File: src/rtl/screen_console_ctrl_pkg.sv
// Shared screen geometry, character codes and controller state encodings.
// The VGA lookup path imports this package too, so the row pitch has one source.
package screen_console_ctrl_pkg;

  localparam int DEF_H_SLOTS  = 80;
  localparam int DEF_V_SLOTS  = 60;
  localparam int DEF_ADDR_W   = 13;
  localparam int SCREEN_CELLS = DEF_H_SLOTS * DEF_V_SLOTS;

  localparam logic [7:0] CHR_SPACE = 8'h20;
  localparam logic [7:0] CHR_CR    = 8'h0D;
  localparam logic [7:0] CHR_LF    = 8'h0A;
  localparam logic [7:0] CHR_BS    = 8'h08;
  localparam logic [7:0] CHR_FF    = 8'h0C;

  localparam logic [1:0] ST_CLEAR_ALL       = 2'd0;
  localparam logic [1:0] ST_IDLE            = 2'd1;
  localparam logic [1:0] ST_CHAR_THEN_CLEAR = 2'd2;
  localparam logic [1:0] ST_CLEAR_LINE      = 2'd3;

  function automatic logic is_printable(input logic [7:0] b);
    return (b >= 8'h20) && (b <= 8'h7E);
  endfunction

endpackage

File: src/rtl/screen_clear_seq.sv
// Fill sequencer: walks base..base+length-1, one cell per cycle.
// A start pulse issues the first cell in the same cycle it is asserted.
module screen_clear_seq #(
  parameter int AW = 13,
  parameter int LW = 14
) (
  input  logic          clk,
  input  logic          rstn,
  input  logic          start_i,
  input  logic          active_i,
  input  logic [AW-1:0] base_i,
  input  logic [LW-1:0] length_i,
  output logic [AW-1:0] addr_o,
  output logic          wen_o,
  output logic          done_o
);

  logic [LW-1:0] cnt_q, cnt_d;
  logic [LW-1:0] eff;

  always_comb begin
    eff    = start_i ? '0 : cnt_q;
    wen_o  = (start_i || active_i) && (eff < length_i);
    done_o = active_i && !start_i && (cnt_q >= length_i);
    addr_o = base_i + eff[AW-1:0];
    cnt_d  = wen_o ? (eff + 1'b1) : cnt_q;
  end

  always_ff @(posedge clk) begin
    if (!rstn) cnt_q <= '0;
    else       cnt_q <= cnt_d;
  end

endmodule

File: src/rtl/screen_console_ctrl.sv
// Text-console write controller: byte stream in, character cells out to the
// screen BRAM write port, with cursor tracking and line/screen clears.
//
// state              | meaning
// CLEAR_ALL          | filling every cell with space (after reset or FF)
// IDLE               | accepting bytes, one per cycle
// CHAR_THEN_CLEAR    | last-column character written, line clear next
// CLEAR_LINE         | filling the cursor row with space
module screen_console_ctrl
  import screen_console_ctrl_pkg::*;
#(
  parameter int HORIZONTAL_SLOT_COUNT = DEF_H_SLOTS,
  parameter int VERTICAL_SLOT_COUNT   = DEF_V_SLOTS,
  parameter int SCREEN_ADDRESS_WIDTH  = DEF_ADDR_W
) (
  input  logic                            clk,
  input  logic                            rstn,
  input  logic                            char_valid,
  input  logic [7:0]                      char_data,
  output logic                            char_ready,
  output logic [SCREEN_ADDRESS_WIDTH-1:0] screen_waddr,
  output logic [6:0]                      screen_wdata,
  output logic                            screen_wen,
  output logic [6:0]                      cursor_x,
  output logic [5:0]                      cursor_y,
  output logic                            busy
);

  localparam int AW = SCREEN_ADDRESS_WIDTH;
  localparam int LW = SCREEN_ADDRESS_WIDTH + 1;
  localparam logic [6:0]    X_LAST    = 7'(HORIZONTAL_SLOT_COUNT - 1);
  localparam logic [5:0]    Y_LAST    = 6'(VERTICAL_SLOT_COUNT - 1);
  localparam logic [AW-1:0] ROW_PITCH = AW'(HORIZONTAL_SLOT_COUNT);
  localparam logic [LW-1:0] LEN_LINE  = LW'(HORIZONTAL_SLOT_COUNT);
  localparam logic [LW-1:0] LEN_ALL   = LW'(HORIZONTAL_SLOT_COUNT * VERTICAL_SLOT_COUNT);

  logic [1:0]    state_q, state_d;
  logic [6:0]    x_q, x_d;
  logic [5:0]    y_q, y_d;
  logic [AW-1:0] row_base_q, row_base_d;
  logic          wen_q, wen_d;
  logic [AW-1:0] waddr_q, waddr_d;
  logic [6:0]    wdata_q, wdata_d;
  logic          ready_q, ready_d;
  logic          busy_q, busy_d;

  logic          accept;
  logic [5:0]    next_y;
  logic [AW-1:0] next_row_base;
  logic [AW-1:0] cur_addr;

  logic          seq_start, seq_active, seq_full;
  logic [AW-1:0] seq_base;
  logic [LW-1:0] seq_len;
  logic [AW-1:0] seq_addr;
  logic          seq_wen, seq_done;

  assign accept        = (state_q == ST_IDLE) && char_valid;
  assign next_y        = (y_q == Y_LAST) ? '0 : (y_q + 1'b1);
  assign next_row_base = (y_q == Y_LAST) ? '0 : (row_base_q + ROW_PITCH);
  assign cur_addr      = row_base_q + AW'(x_q);

  // Sequencer controls come from registers and inputs only, so they never
  // loop back through the next-state logic that consumes seq_done.
  assign seq_start  = (state_q == ST_CHAR_THEN_CLEAR) ||
                      (accept && ((char_data == CHR_LF) || (char_data == CHR_FF)));
  assign seq_active = (state_q == ST_CLEAR_LINE) || (state_q == ST_CLEAR_ALL);
  assign seq_full   = (state_q == ST_CLEAR_ALL) || (accept && (char_data == CHR_FF));
  assign seq_len    = seq_full ? LEN_ALL : LEN_LINE;
  assign seq_base   = seq_full ? '0 :
                      ((state_q == ST_IDLE) ? next_row_base : row_base_q);

  screen_clear_seq #(
    .AW(AW),
    .LW(LW)
  ) u_clear_seq (
    .clk      (clk),
    .rstn     (rstn),
    .start_i  (seq_start),
    .active_i (seq_active),
    .base_i   (seq_base),
    .length_i (seq_len),
    .addr_o   (seq_addr),
    .wen_o    (seq_wen),
    .done_o   (seq_done)
  );

  always_comb begin
    state_d    = state_q;
    x_d        = x_q;
    y_d        = y_q;
    row_base_d = row_base_q;
    wen_d      = 1'b0;
    waddr_d    = waddr_q;
    wdata_d    = wdata_q;

    case (state_q)
      ST_IDLE: begin
        if (accept) begin
          if (is_printable(char_data)) begin
            wen_d   = 1'b1;
            waddr_d = cur_addr;
            wdata_d = char_data[6:0];
            if (x_q == X_LAST) begin
              x_d        = '0;
              y_d        = next_y;
              row_base_d = next_row_base;
              state_d    = ST_CHAR_THEN_CLEAR;
            end else begin
              x_d = x_q + 1'b1;
            end
          end else begin
            case (char_data)
              CHR_CR: x_d = '0;
              CHR_LF: begin
                x_d        = '0;
                y_d        = next_y;
                row_base_d = next_row_base;
                state_d    = ST_CLEAR_LINE;
              end
              CHR_BS: begin
                if (x_q != '0) begin
                  wen_d   = 1'b1;
                  waddr_d = cur_addr - 1'b1;
                  wdata_d = CHR_SPACE[6:0];
                  x_d     = x_q - 1'b1;
                end
              end
              CHR_FF: begin
                x_d        = '0;
                y_d        = '0;
                row_base_d = '0;
                state_d    = ST_CLEAR_ALL;
              end
              default: ;
            endcase
          end
        end
      end
      ST_CHAR_THEN_CLEAR: state_d = ST_CLEAR_LINE;
      ST_CLEAR_LINE, ST_CLEAR_ALL: begin
        if (seq_done) state_d = ST_IDLE;
      end
      default: state_d = ST_CLEAR_ALL;
    endcase

    if (seq_wen) begin
      wen_d   = 1'b1;
      waddr_d = seq_addr;
      wdata_d = CHR_SPACE[6:0];
    end
  end

  assign ready_d = (state_d == ST_IDLE);
  assign busy_d  = (state_d == ST_CLEAR_ALL) || (state_d == ST_CLEAR_LINE);

  always_ff @(posedge clk) begin
    if (!rstn) begin
      state_q    <= ST_CLEAR_ALL;
      x_q        <= '0;
      y_q        <= '0;
      row_base_q <= '0;
      wen_q      <= 1'b0;
      waddr_q    <= '0;
      wdata_q    <= '0;
      ready_q    <= 1'b0;
      busy_q     <= 1'b1;
    end else begin
      state_q    <= state_d;
      x_q        <= x_d;
      y_q        <= y_d;
      row_base_q <= row_base_d;
      wen_q      <= wen_d;
      waddr_q    <= waddr_d;
      wdata_q    <= wdata_d;
      ready_q    <= ready_d;
      busy_q     <= busy_d;
    end
  end

  assign char_ready   = ready_q;
  assign screen_wen   = wen_q;
  assign screen_waddr = waddr_q;
  assign screen_wdata = wdata_q;
  assign cursor_x     = x_q;
  assign cursor_y     = y_q;
  assign busy         = busy_q;

endmodule
File: config.mk
export PLATFORM = sky130hd
export DESIGN_NAME = screen_console_ctrl
export DESIGN_NICKNAME = d
export VERILOG_FILES = /design/src/rtl/screen_console_ctrl_pkg.sv /design/src/rtl/screen_clear_seq.sv /design/src/rtl/screen_console_ctrl.sv
export SDC_FILE = /design/constraint.sdc
export NUM_CORES = 1
export LEC_CHECK = 0
export BUFFER_PORTS_ARGS = -buffer_cell sky130_fd_sc_hd__buf_2
export CORE_MARGIN = 2
export CORE_UTILIZATION = 55
export DETAILED_ROUTE_END_ITERATION = 10
export PLACE_DENSITY = 0.76
export SETUP_SLACK_MARGIN = 0.4
export SYNTH_ARGS = -nofsm -noshare
export SYNTH_HDL_FRONTEND = slang
export SYNTH_SLANG_ARGS = --single-unit
File: constraint.sdc
create_clock -name clk -period 5.5 [get_ports clk]
set_input_delay 0.825 -clock clk [delete_from_list [all_inputs] [get_ports clk]]
set_output_delay 0.825 -clock clk [all_outputs]
set_load 0.01 [all_outputs]
* Word level (Yosys, flattened, before mapping)
Cells that the tools add are included.
** Operators by class
- $mul :: 0
- Reductions and logical operators :: 32
- $add $sub $neg :: 8
- Shift-type cells :: 0
- Order comparisons :: 4
- Equal/unequal tests :: 13
- Muxes and demuxes :: 40
- Bitwise logic cells :: 1
- Divide/modulo/power cells :: 0
** Operator list (number)
- $mux W13 :: 12
- $mux W7 :: 6
- $mux W6 :: 6
- $eq A8 B4 Y1 const B :: 4
- $pmux W13 S2 :: 1
- $reduce_and A4 Y1 :: 4
- $add A14 B1 Y14 const B :: 1
- $ge A14 B13 Y1 :: 1
- $lt A14 B13 Y1 :: 1
- $mux W14 :: 1
- $pmux W7 S2 :: 1
- $add A13 B13 Y13 :: 1
- $add A13 B7 Y13 :: 1
- $add A13 B7 Y13 const B :: 1
- $sub A13 B1 Y13 const B :: 1
- $pmux W6 S2 :: 1
- $reduce_bool A3 Y1 :: 4
- $ge A8 B6 Y1 const B :: 1
- $le A8 B7 Y1 const B :: 1
- $mux W2 :: 4
- $reduce_bool A2 Y1 :: 4
- $add A7 B1 Y7 const B :: 1
- $eq A7 B7 Y1 const B :: 1
- $logic_and A1 B1 Y1 :: 7
- 17 further kinds :: 32
** Word-level totals
- Memory bits (writable) :: 0
- Bits in latches :: 0
- Logic and storage cells :: 109
- Memories :: 0
- Bits in read-only memories :: 0
- Bits of input ports :: 11
- Register bits after elaboration :: 65

* Logic depth before layout (Yosys ltp)
Gate-level depths: netlist (run 1).
- Depth in word-level cells :: 11
- Depth in mapped cells :: 19
- Depth with buffers taken out :: 17

* Cells and area by module
Synthesis (run 1) repeated with hierarchy kept, for this count alone.
** Second synthesis, totals
- Cell total of the unflattened synthesis :: 793
- Area total of the unflattened synthesis :: 6022.0 sq um
** By module, submodules not included
- screen_console_ctrl :: area each 3686.0 sq um, sequential area each 1021.0 sq um, instances 1, cells an instance 477
- screen_clear_seq :: area each 2336.0 sq um, sequential area each 280.3 sq um, instances 1, cells an instance 316

* Worst setup path before layout (run 1)
Ideal clock, no wire load.
- Kind :: input port to flip-flop
- Start :: in char_data[6]
- End :: reg waddr_q[12] (netlist: screen_waddr[12])
- Setup time :: 0.119 ns
- Buffers on the path :: 2
- Path slack :: 1.566 ns
- Stages on the path :: 17
- Data required time :: 5.381 ns
- Arrival time :: 3.815 ns
- Cells stage by stage :: buf_2 nor4b_4 a41o_2 clkbuf_1 a21oi_1 and2_1 ha_1 inv_1 fa_1 nor2b_1 o21ai_0 a21bo_2 a21oi_1 a41o_1 o41ai_1 xnor2_1 o221a_2
** Between the ends
- Longest elaborated chain between the ends :: 9
** RTL lines
- start: declaration :: RTL line screen_console_ctrl.sv:19 : input logic [7:0] char_data,
- $eq A8 B4 Y1 (on tied branches) :: RTL line screen_console_ctrl.sv:66, screen_console_ctrl.sv:68
- $logic_or A1 B1 Y1 :: RTL line screen_console_ctrl.sv:66 : (accept && ((char_data == CHR_LF) || (char_data == CHR_FF)));
- $logic_and A1 B1 Y1 :: RTL line screen_console_ctrl.sv:66
- $logic_or A1 B1 Y1 :: RTL line screen_console_ctrl.sv:65 : assign seq_start = (state_q == ST_CHAR_THEN_CLEAR) ||
- $mux W14 :: RTL line screen_clear_seq.sv:22 : eff = start_i ? '0 : cnt_q;
- $lt A14 B13 Y1 :: RTL line screen_clear_seq.sv:23 : wen_o = (start_i || active_i) && (eff < length_i);
- $logic_and A1 B1 Y1 :: RTL line screen_clear_seq.sv:23
- $reduce_bool A3 Y1 (no source line) or $reduce_bool A2 Y1 (tied branches)
- $reduce_and A4 Y1 (no source line)
- end signal: assignment :: RTL line screen_console_ctrl.sv:174 : waddr_q <= waddr_d;
- end: declaration :: RTL line screen_console_ctrl.sv:42 : logic [AW-1:0] waddr_q, waddr_d;
Parallel ways exist; a longest one is shown, timed or not. The select of a mux whose other input is x is not followed.
A chain may end at the register's enable or synchronous reset.

* Worst setup path in the final report (run 1)
- Start :: reg state_q[1]
- End :: reg waddr_q[12] (netlist: screen_waddr[12])
** Between the ends
- Longest elaborated chain between the ends :: 9
** RTL lines
- start: declaration :: RTL line screen_console_ctrl.sv:37 : logic [1:0] state_q, state_d;
- start signal: assignment :: RTL line screen_console_ctrl.sv:169 : state_q <= state_d;
- $eq A2 B1 Y1 :: RTL line screen_console_ctrl.sv:58, screen_console_ctrl.sv:71, screen_console_ctrl.sv:97
- $logic_and A1 B1 Y1 :: RTL line screen_console_ctrl.sv:58 : assign accept = (state_q == ST_IDLE) && char_valid;
- $logic_and A1 B1 Y1 (on tied branches) :: RTL line screen_console_ctrl.sv:66, screen_console_ctrl.sv:68
- $logic_or A1 B1 Y1 (on tied branches) :: RTL line screen_console_ctrl.sv:65, screen_console_ctrl.sv:68
- $mux W14 or $mux W13 (tied branches) :: RTL line screen_clear_seq.sv:22, screen_console_ctrl.sv:69
- $lt A14 B13 Y1 :: RTL line screen_clear_seq.sv:23
- $logic_and A1 B1 Y1 :: RTL line screen_clear_seq.sv:23
- $reduce_bool A3 Y1 (no source line) or $reduce_bool A2 Y1 (tied branches)
- $reduce_and A4 Y1 (no source line)
Parallel ways exist; a longest one is shown, timed or not.

==> flow_summary.ini, run 1 <==
[worst_setup_path]
critPathTopFamily = compound AO/OA/AOI/OAI gates
crit_chain = inv_1, ha_1, and2_0, a41o_2, a21oi_1, and2_1, ha_1, inv_1, fa_1, nor2b_1, o21ai_0, a21bo_2, a21oi_1, a41o_1, o41ai_1, xnor2_1, o221a_2
startpoint_type = flip-flop
worst-path-buf-inv = 2
critPathMaxStageDelay_ns = 0.46
critical-path-slowest-cell = ha_1
endpoint_kind = flip-flop
worst_r2r_endpoint = screen_waddr[12]
cp.required_ns = 5.75
cp.arrival_ns = 4.50
reg2reg_slack_ns = 1.25
worst-setup-path-type = flip-flop to flip-flop
critPathMaxFanout = 14
r2r_cells = 17
reg2reg_from = state_q[1]

[clock_network]
cts_root_buf = clkbuf_8
clock_latency_ns = 0.35
clock_sinks = 65
post_cts_buffers = 0
ctsLongestPathBuffers = 2
cts.reportedPaths.clkPinSlew_ns = 0.08
h-tree-depth = 3
cts_hold_buf = 0
cts_tree = yes
cts_buffers = 9
post_cts_resized = 0

[sta]
min_period_ns = 4.25
worstMarginPinSlew_ns = 1.02
finalHoldViolCount = 0
fin_setup_tns_ns = 0
fin_crit_sh_pct = 77.3
fmax_mhz = 235
slew_headroom_pct = 31.9
setup_violations = 0
fin_skew_ns = 0.00910
maxSlewViolCount = 0
grt_setup_unrepaired = no

[floorplanning]
fp.dieArea_sq_um = 9880
ioPinCount = 47
core.rowCount = 34
die_width_microns = 99.4
start_util_pct = 57.1
die_h_microns = 99.4
core_area_sq_um = 8760

[placed_design]
placedInstanceArea_sq_um = 5260
place_congestion = 0.950
place.port_buffers = 46
dpl.hpwl_mm = 9.84

[status]
status = finished clean

[logic_synthesis]
syn_inst = 649
ys_ff_latch = 65
synth-main-ff-cell = dfxtp_1
synth_edf_count = 0
synth_cell_type_count = 70
avgSynthCellArea_sq_um = 7.71
syn_nets = 694
syn_area_sq_um = 5000
synth_seq_area_share_pct = 26.0
ys_warn_count = 0
ys_async_sr_fraction_pct = 0

[detailed_routing]
route.met3.wl_microns = 997
wire_per_inst_microns = 17.2
vias_per_cell = 6.37
wl_met1_mm = 6.19
dr.pass1.iters = 5
wl_mm = 13.6
num_vias = 5042
route.detailed.drc = 0
dr.first_iter.drc_count = 332
final_antenna_net_count = 0
top_layer = met4
dr_wl_met2_mm = 6.05

[global_routing]
grt_pass1_vias = 4642
grt_first_pass_wirelength_mm = 22.6
gr-total-overflow = 0
grt.total_usage_pct = 27.8
antenna_found_initial = 0
grt_max_degree = 36

[pwr]
total_power_mw = 0.956
power.internal_mw = 0.704
p_seq_share_pct = 49.8
irDropWorstVdd_mv = 0.152
comb_power_share_pct = 6.8
power.density_nw_per_um2 = 175
power_leakage_nw = 2.16
p_sw_share_pct = 26.4
p_switching_mw = 0.252
clkPwrFrac_pct = 43.4

[layout]
mostFrequentLayoutCells = nor2_1 (76), dfxtp_1 (65), nand2_1 (54)
insertedDiodeCount = 0
postLayoutCellArea_sq_um = 5450
fin_nets = 723
area_delta_synth_final_pct = 8.95
drive_gt1_share_pct = 12.7
fillers = 771
post-route-util_pct = 62.2
layout_commonest_cell = nor2_1

[run]
maxCapViolCount = 0

[hold_path]
hold_end = screen_wdata[6]
min_from = screen_wdata[6]
hold_path.class = flip-flop to flip-flop
hold_depth = 2
==> sequential cells by signal, summed over array words and instances, names as in the netlist <==
| signal | flops |
|---|---|
| u_clear_seq.cnt_q | 14 |
| screen_waddr | 13 |
| char_ready | 1 |
| screen_wdata | 7 |
| screen_wen | 1 |
| cursor_y | 6 |
| row_base_q | 13 |
| cursor_x | 7 |
| state_q | 2 |
| busy | 1 |
==> synthesized netlist by cell type, types with 8 or more instances <==
cell / n / area share, %
a211oi_1: 15 / 2.3
a21o_1: 9 / 1.4
a21oi_1: 46 / 4.6
a22oi_1: 23 / 3.5
a31oi_1: 10 / 1.3
and2_1: 25 / 3.1
and3_1: 19 / 2.4
buf_2: 9 / 0.90
clkbuf_1: 21 / 1.6
dfxtp_1: 65 / 26
ha_1: 32 / 8.0
inv_1: 21 / 1.6
nand2_1: 54 / 4.1
nand3_1: 19 / 1.9
nand4_1: 12 / 1.5
nor2_1: 76 / 5.7
nor2b_1: 8 / 1.0
nor3_1: 16 / 1.6
o211ai_1: 8 / 1.2
o21ai_0: 29 / 2.9
xnor2_1: 23 / 4.0
xor2_1: 13 / 2.3
==> layer usage <==
metal / track usage (%) / up-vias
met5: 0 / -
met4: 9.48 / 0
met3: 5.27 / 33
met2: 43.4 / 235
met1: 38.8 / 2343
li1: - / 2431
==> area by class of cell <==
cell class | count | area [sq um] | share of cell area (%)
clock buffer | 9 | 124 | 2.27
tap | 108 | 135 | 2.48
sequential | 65 | 1300 | 23.9
timing repair buffer | 49 | 253 | 4.64
inverter | 22 | 82.6 | 1.51
clock inverter | 7 | 71.3 | 1.31
multi-input combinational | 531 | 3480 | 63.9
==> metrics by stage <==
| step | setup slack [ns] | instances | hold WS, ns |
|---|---|---|---|
| global route | 0.909 | 791 | 0.523 |
| floorplan | 1.57 | 649 | 0.448 |
| detailed placement | 1.31 | 775 | 0.454 |
| CTS | 1.33 | 791 | 0.468 |
| finish | 1.25 | 791 | 0.466 |
| global placement | 1.49 | 775 | 0.441 |
==> kinds of logic (layout without fill, tap and decap cells) <==
family,after synthesis,after routing,share of synthesized area (%)
adder cells (fa/ha/maj),34,34,8.80
XOR/XNOR,36,36,6.30
buffers and inverters,53,87,4.35
AND/OR/NAND/NOR,271,271,27.9
AO/OA/AOI/OAI,184,184,25.5
multiplexers,6,6,1.20
flip-flops,65,65,26.0
==> worst max path at each step <==
| stage | startpoint | end | slack (ns) | depth (start not counted) |
|---|---|---|---|---|
| 2_1_floorplan | char_data[6] | screen_waddr[12] | 1.57 | 17 |
| 3_3_place_gp | char_data[0] | screen_waddr[12] | 1.49 | 16 |
| 3_5_place_dp | char_data[0] | screen_waddr[12] | 1.31 | 16 |
| 4_1_cts | state_q[1] | screen_waddr[12] | 1.33 | 17 |
| 5_1_grt | state_q[1] | screen_waddr[12] | 0.91 | 17 |
| 6_report | state_q[1] | screen_waddr[12] | 1.25 | 17 |
==> power by group through the flow <==
stage	Combinational (mW)	Clock, mW	Sequential (mW)
finish	0.0646	0.415	0.476
global route	0.0702	0.442	0.477
CTS	0.0630	0.420	0.476
detailed placement	0.0625	0	0.487
global placement	0.0609	0	0.487
floorplan	0.0407	0	0.488
==> worst min-delay path, cell delays in order (launching register included) <==
cell,delay (ns)
dfxtp_1,0.32
nand2_1,0.05
a21oi_1,0.05
Power figures use the tool's default switching activity.
==> inputs of run 2 (changes only) <==
--- a/config.mk
+++ b/config.mk
@@ -5,11 +5,12 @@
 export SDC_FILE = /design/constraint.sdc
 export NUM_CORES = 1
 export LEC_CHECK = 0
+export ABC_AREA = 1
 export BUFFER_PORTS_ARGS = -buffer_cell sky130_fd_sc_hd__buf_2
 export CORE_MARGIN = 2
 export CORE_UTILIZATION = 55
 export DETAILED_ROUTE_END_ITERATION = 10
-export PLACE_DENSITY = 0.76
+export PLACE_DENSITY = 0.78
 export SETUP_SLACK_MARGIN = 0.4
 export SYNTH_ARGS = -nofsm -noshare
 export SYNTH_HDL_FRONTEND = slang
==> constraint.sdc (replaced) <==
create_clock -name clk -period 3.59 [get_ports clk]
set_input_delay 0.5385 -clock clk [delete_from_list [all_inputs] [get_ports clk]]
set_output_delay 0.5385 -clock clk [all_outputs]
set_load 0.01 [all_outputs]
==> run 2 against run 1 <==
Compared with the run above:
- synthesized cell count up 25%
- clock-buffer cell count up 2
- final cell count up 26%
- sequential share of layout area down 1.9 points
- hold slack worse by 0.0055 ns
- via count up 4.9%
==> flow_summary.ini, run 2 <==
[status]
status = finished clean

[sta]
fin_crit_sh_pct = 83.0
finalHoldViolCount = 0
setup_violations = 0
min_period_ns = 2.98
grt_setup_unrepaired = no
fin_setup_tns_ns = 0
worstMarginPinSlew_ns = 1.08
slew_headroom_pct = 27.7
maxSlewViolCount = 0
fmax_mhz = 336
fin_skew_ns = 0.00992

[worst_setup_path]
startpoint_type = flip-flop
endpoint_kind = flip-flop
critical-path-slowest-cell = dfxtp_2
critPathMaxFanout = 8
critPathMaxStageDelay_ns = 0.34
critPathTopFamily = compound AO/OA/AOI/OAI gates
worst-path-buf-inv = 3
worst-setup-path-type = flip-flop to flip-flop
crit_chain = inv_1, ha_1, nand2_2, inv_2, nand3_2, inv_2, nor2_8, o21ai_0, a21oi_1, ha_1, a21o_1, a31oi_1, nand2_1, a31oi_1, xor2_1, o21ai_1, nor2_1, nor2_1
cp.arrival_ns = 3.24
reg2reg_slack_ns = 0.61
cp.required_ns = 3.85

[global_routing]
antenna_found_initial = 0
grt.total_usage_pct = 27.4
grt_pass1_vias = 4722
gr-total-overflow = 0
grt_max_degree = 37
grt_first_pass_wirelength_mm = 22.3

[logic_synthesis]
synth_top_area_cell = dfxtp_1
ys_warn_count = 0
synth_fa_ha_area_share_pct = 8.21
synth-xor-area-share_pct = 5.88
ys_async_sr_fraction_pct = 0
avgSynthCellArea_sq_um = 6.60
synth_top_family_by_area = simple AND/OR/NAND/NOR gates
syn_inst = 812
ys_ff_latch = 65
synth_edf_count = 0
synthMostInstantiatedCell = nand2_1
synth_compound_area_share_pct = 16.2
synth_seq_area_share_pct = 24.3
synth_mux_area_share_pct = 0.210
synth-main-ff-cell = dfxtp_1
syn_area_sq_um = 5360
synth_cell_type_count = 49
yosysTopAreaCellShare_pct = 24.3
syn_nets = 857
yosys-top-cells-count = nand2_1 (179), inv_1 (106), nor2_1 (95), dfxtp_1 (65), nand3_1 (48)
yosys-top-cells-area = dfxtp_1 (24%), nand2_1 (13%), ha_1 (7.5%)
yosys.area_share.simple_pct = 34.6

[layout]
mostFrequentLayoutCells = nand2_1 (179), inv_1 (106), nor2_1 (94)
area_delta_synth_final_pct = 10.8
fin_nets = 903
drive_gt1_share_pct = 17.3
stdcell_count = 996
layout_commonest_cell = nand2_1
largest_reg_flops = 14
insertedDiodeCount = 0
fillers = 950
largest-register = u_clear_seq.cnt_q

[clock_network]
clock_latency_ns = 0.37
cts_tree = yes
ctsLongestPathBuffers = 2
cts_root_buf = clkbuf_8
cts_buffers = 9
h-tree-depth = 3
clock_sinks = 65
cts.reportedPaths.clkPinSlew_ns = 0.08

[detailed_routing]
final_antenna_net_count = 0
wl_mm = 14.0
dr.pass1.iters = 5
num_vias = 5289
dr.first_iter.drc_count = 304
vias_per_cell = 5.31
route.detailed.drc = 0
wire_per_inst_microns = 14.0

[floorplanning]
fp.dieArea_sq_um = 10600
start_util_pct = 55.6
core_area_sq_um = 9640
ioPinCount = 47
core.rowCount = 36
die_h_microns = 103
die_width_microns = 103

[pwr]
power.density_nw_per_um2 = 395
power.internal_mw = 1.45
irDropWorstVdd_mv = 0.199
p_switching_mw = 0.889
p_sw_share_pct = 37.9
clkPwrFrac_pct = 27.8
total_power_mw = 2.34
comb_power_share_pct = 34.2
p_seq_share_pct = 38.0
power_leakage_nw = 2.87

[placed_design]
place.port_buffers = 46
dpl.hpwl_mm = 10.6
place_congestion = 0.989
dp_cells = 977

[run]
maxCapViolCount = 0

[hold_path]
hold_path.class = flip-flop to flip-flop
run 2: cell count changes after synthesis, moves of 23 or more:
cell     before  now
a22oi_1      23    0
and2_1       25    0
inv_1        21  106
nand2_1      54  179
nand3_1      19   48
run 2: cell type report:
| type | count | area (sq um) | share of cell area (%) |
|---|---|---|---|
| Clock inverter | 5 | 55.1 | 0.927 |
| Sequential cell | 65 | 1300 | 21.9 |
| Tap cell | 133 | 166 | 2.80 |
| Multi-Input combinational cell | 612 | 3540 | 59.6 |
| Clock buffer | 11 | 141 | 2.38 |
| Timing Repair Buffer | 54 | 290 | 4.89 |
| Inverter | 116 | 443 | 7.45 |
run 2: worst paths after layout:
check,from,end,cells past startpoint
setup / recovery,state_q[1],screen_waddr[10],18
setup reg to reg,state_q[1],screen_waddr[10],18
hold reg to reg,screen_wdata[3],screen_wdata[3],2
hold / removal,screen_wdata[3],screen_wdata[3],2
run 2: logic make-up after synthesis:
logic type	Yosys count
multiplexers	1
AO/OA/AOI/OAI	147
adder cells (fa/ha/maj)	34
XOR/XNOR	36
flip-flops	65
AND/OR/NAND/NOR	394
buffers and inverters	135
run 2: timing repair:
action	CTS	global route
setup buffers	0	3
endpoints found under the setup margin	3	7
gates resized for setup	1	15
gates cloned	0	0
hold buffers	0	0
pin swaps	0	6
run 2: per-stage QoR:
stage | area [sq um] | hold slack [ns] | utilization [%] | setup slack [ns]
final | 5940 | 0.460 | 61.6 | 0.611
after global routing | 5940 | 0.486 | 61.6 | 0.361
after global placement | 5670 | 0.446 | 58.8 | 0.379
after detailed placement | 5670 | 0.450 | 58.8 | 0.308
after CTS | 5870 | 0.462 | 60.9 | 0.505
after floorplan | 5360 | 0.435 | - | 0.548
run 2: layer usage:
metal / track usage, % / wire [microns]
met3: 4.95 / 797
met5: 0 / 0
met4: 11.1 / 467
met1: 35.7 / 6390
met2: 45.1 / 6300
run 2: worst reg2reg max path, delay by kind of cell (launching register included):
family / cells / cell delay, ns
buf+inv: 3 / 0.24
compound gates: 6 / 0.96
fa+ha+maj: 2 / 0.53
flops: 1 / 0.34
xor+xnor: 1 / 0.16
simple gates: 6 / 0.64
run 2: power by group through the flow:
stage | Combinational [mW] | Clock (mW) | Sequential [mW]
after global routing | 0.907 | 0.688 | 0.902
after CTS | 0.792 | 0.662 | 0.887
final | 0.802 | 0.652 | 0.890
after detailed placement | 0.787 | 0 | 0.903
after global placement | 0.785 | 0 | 0.900
after floorplan | 0.562 | 0 | 0.924
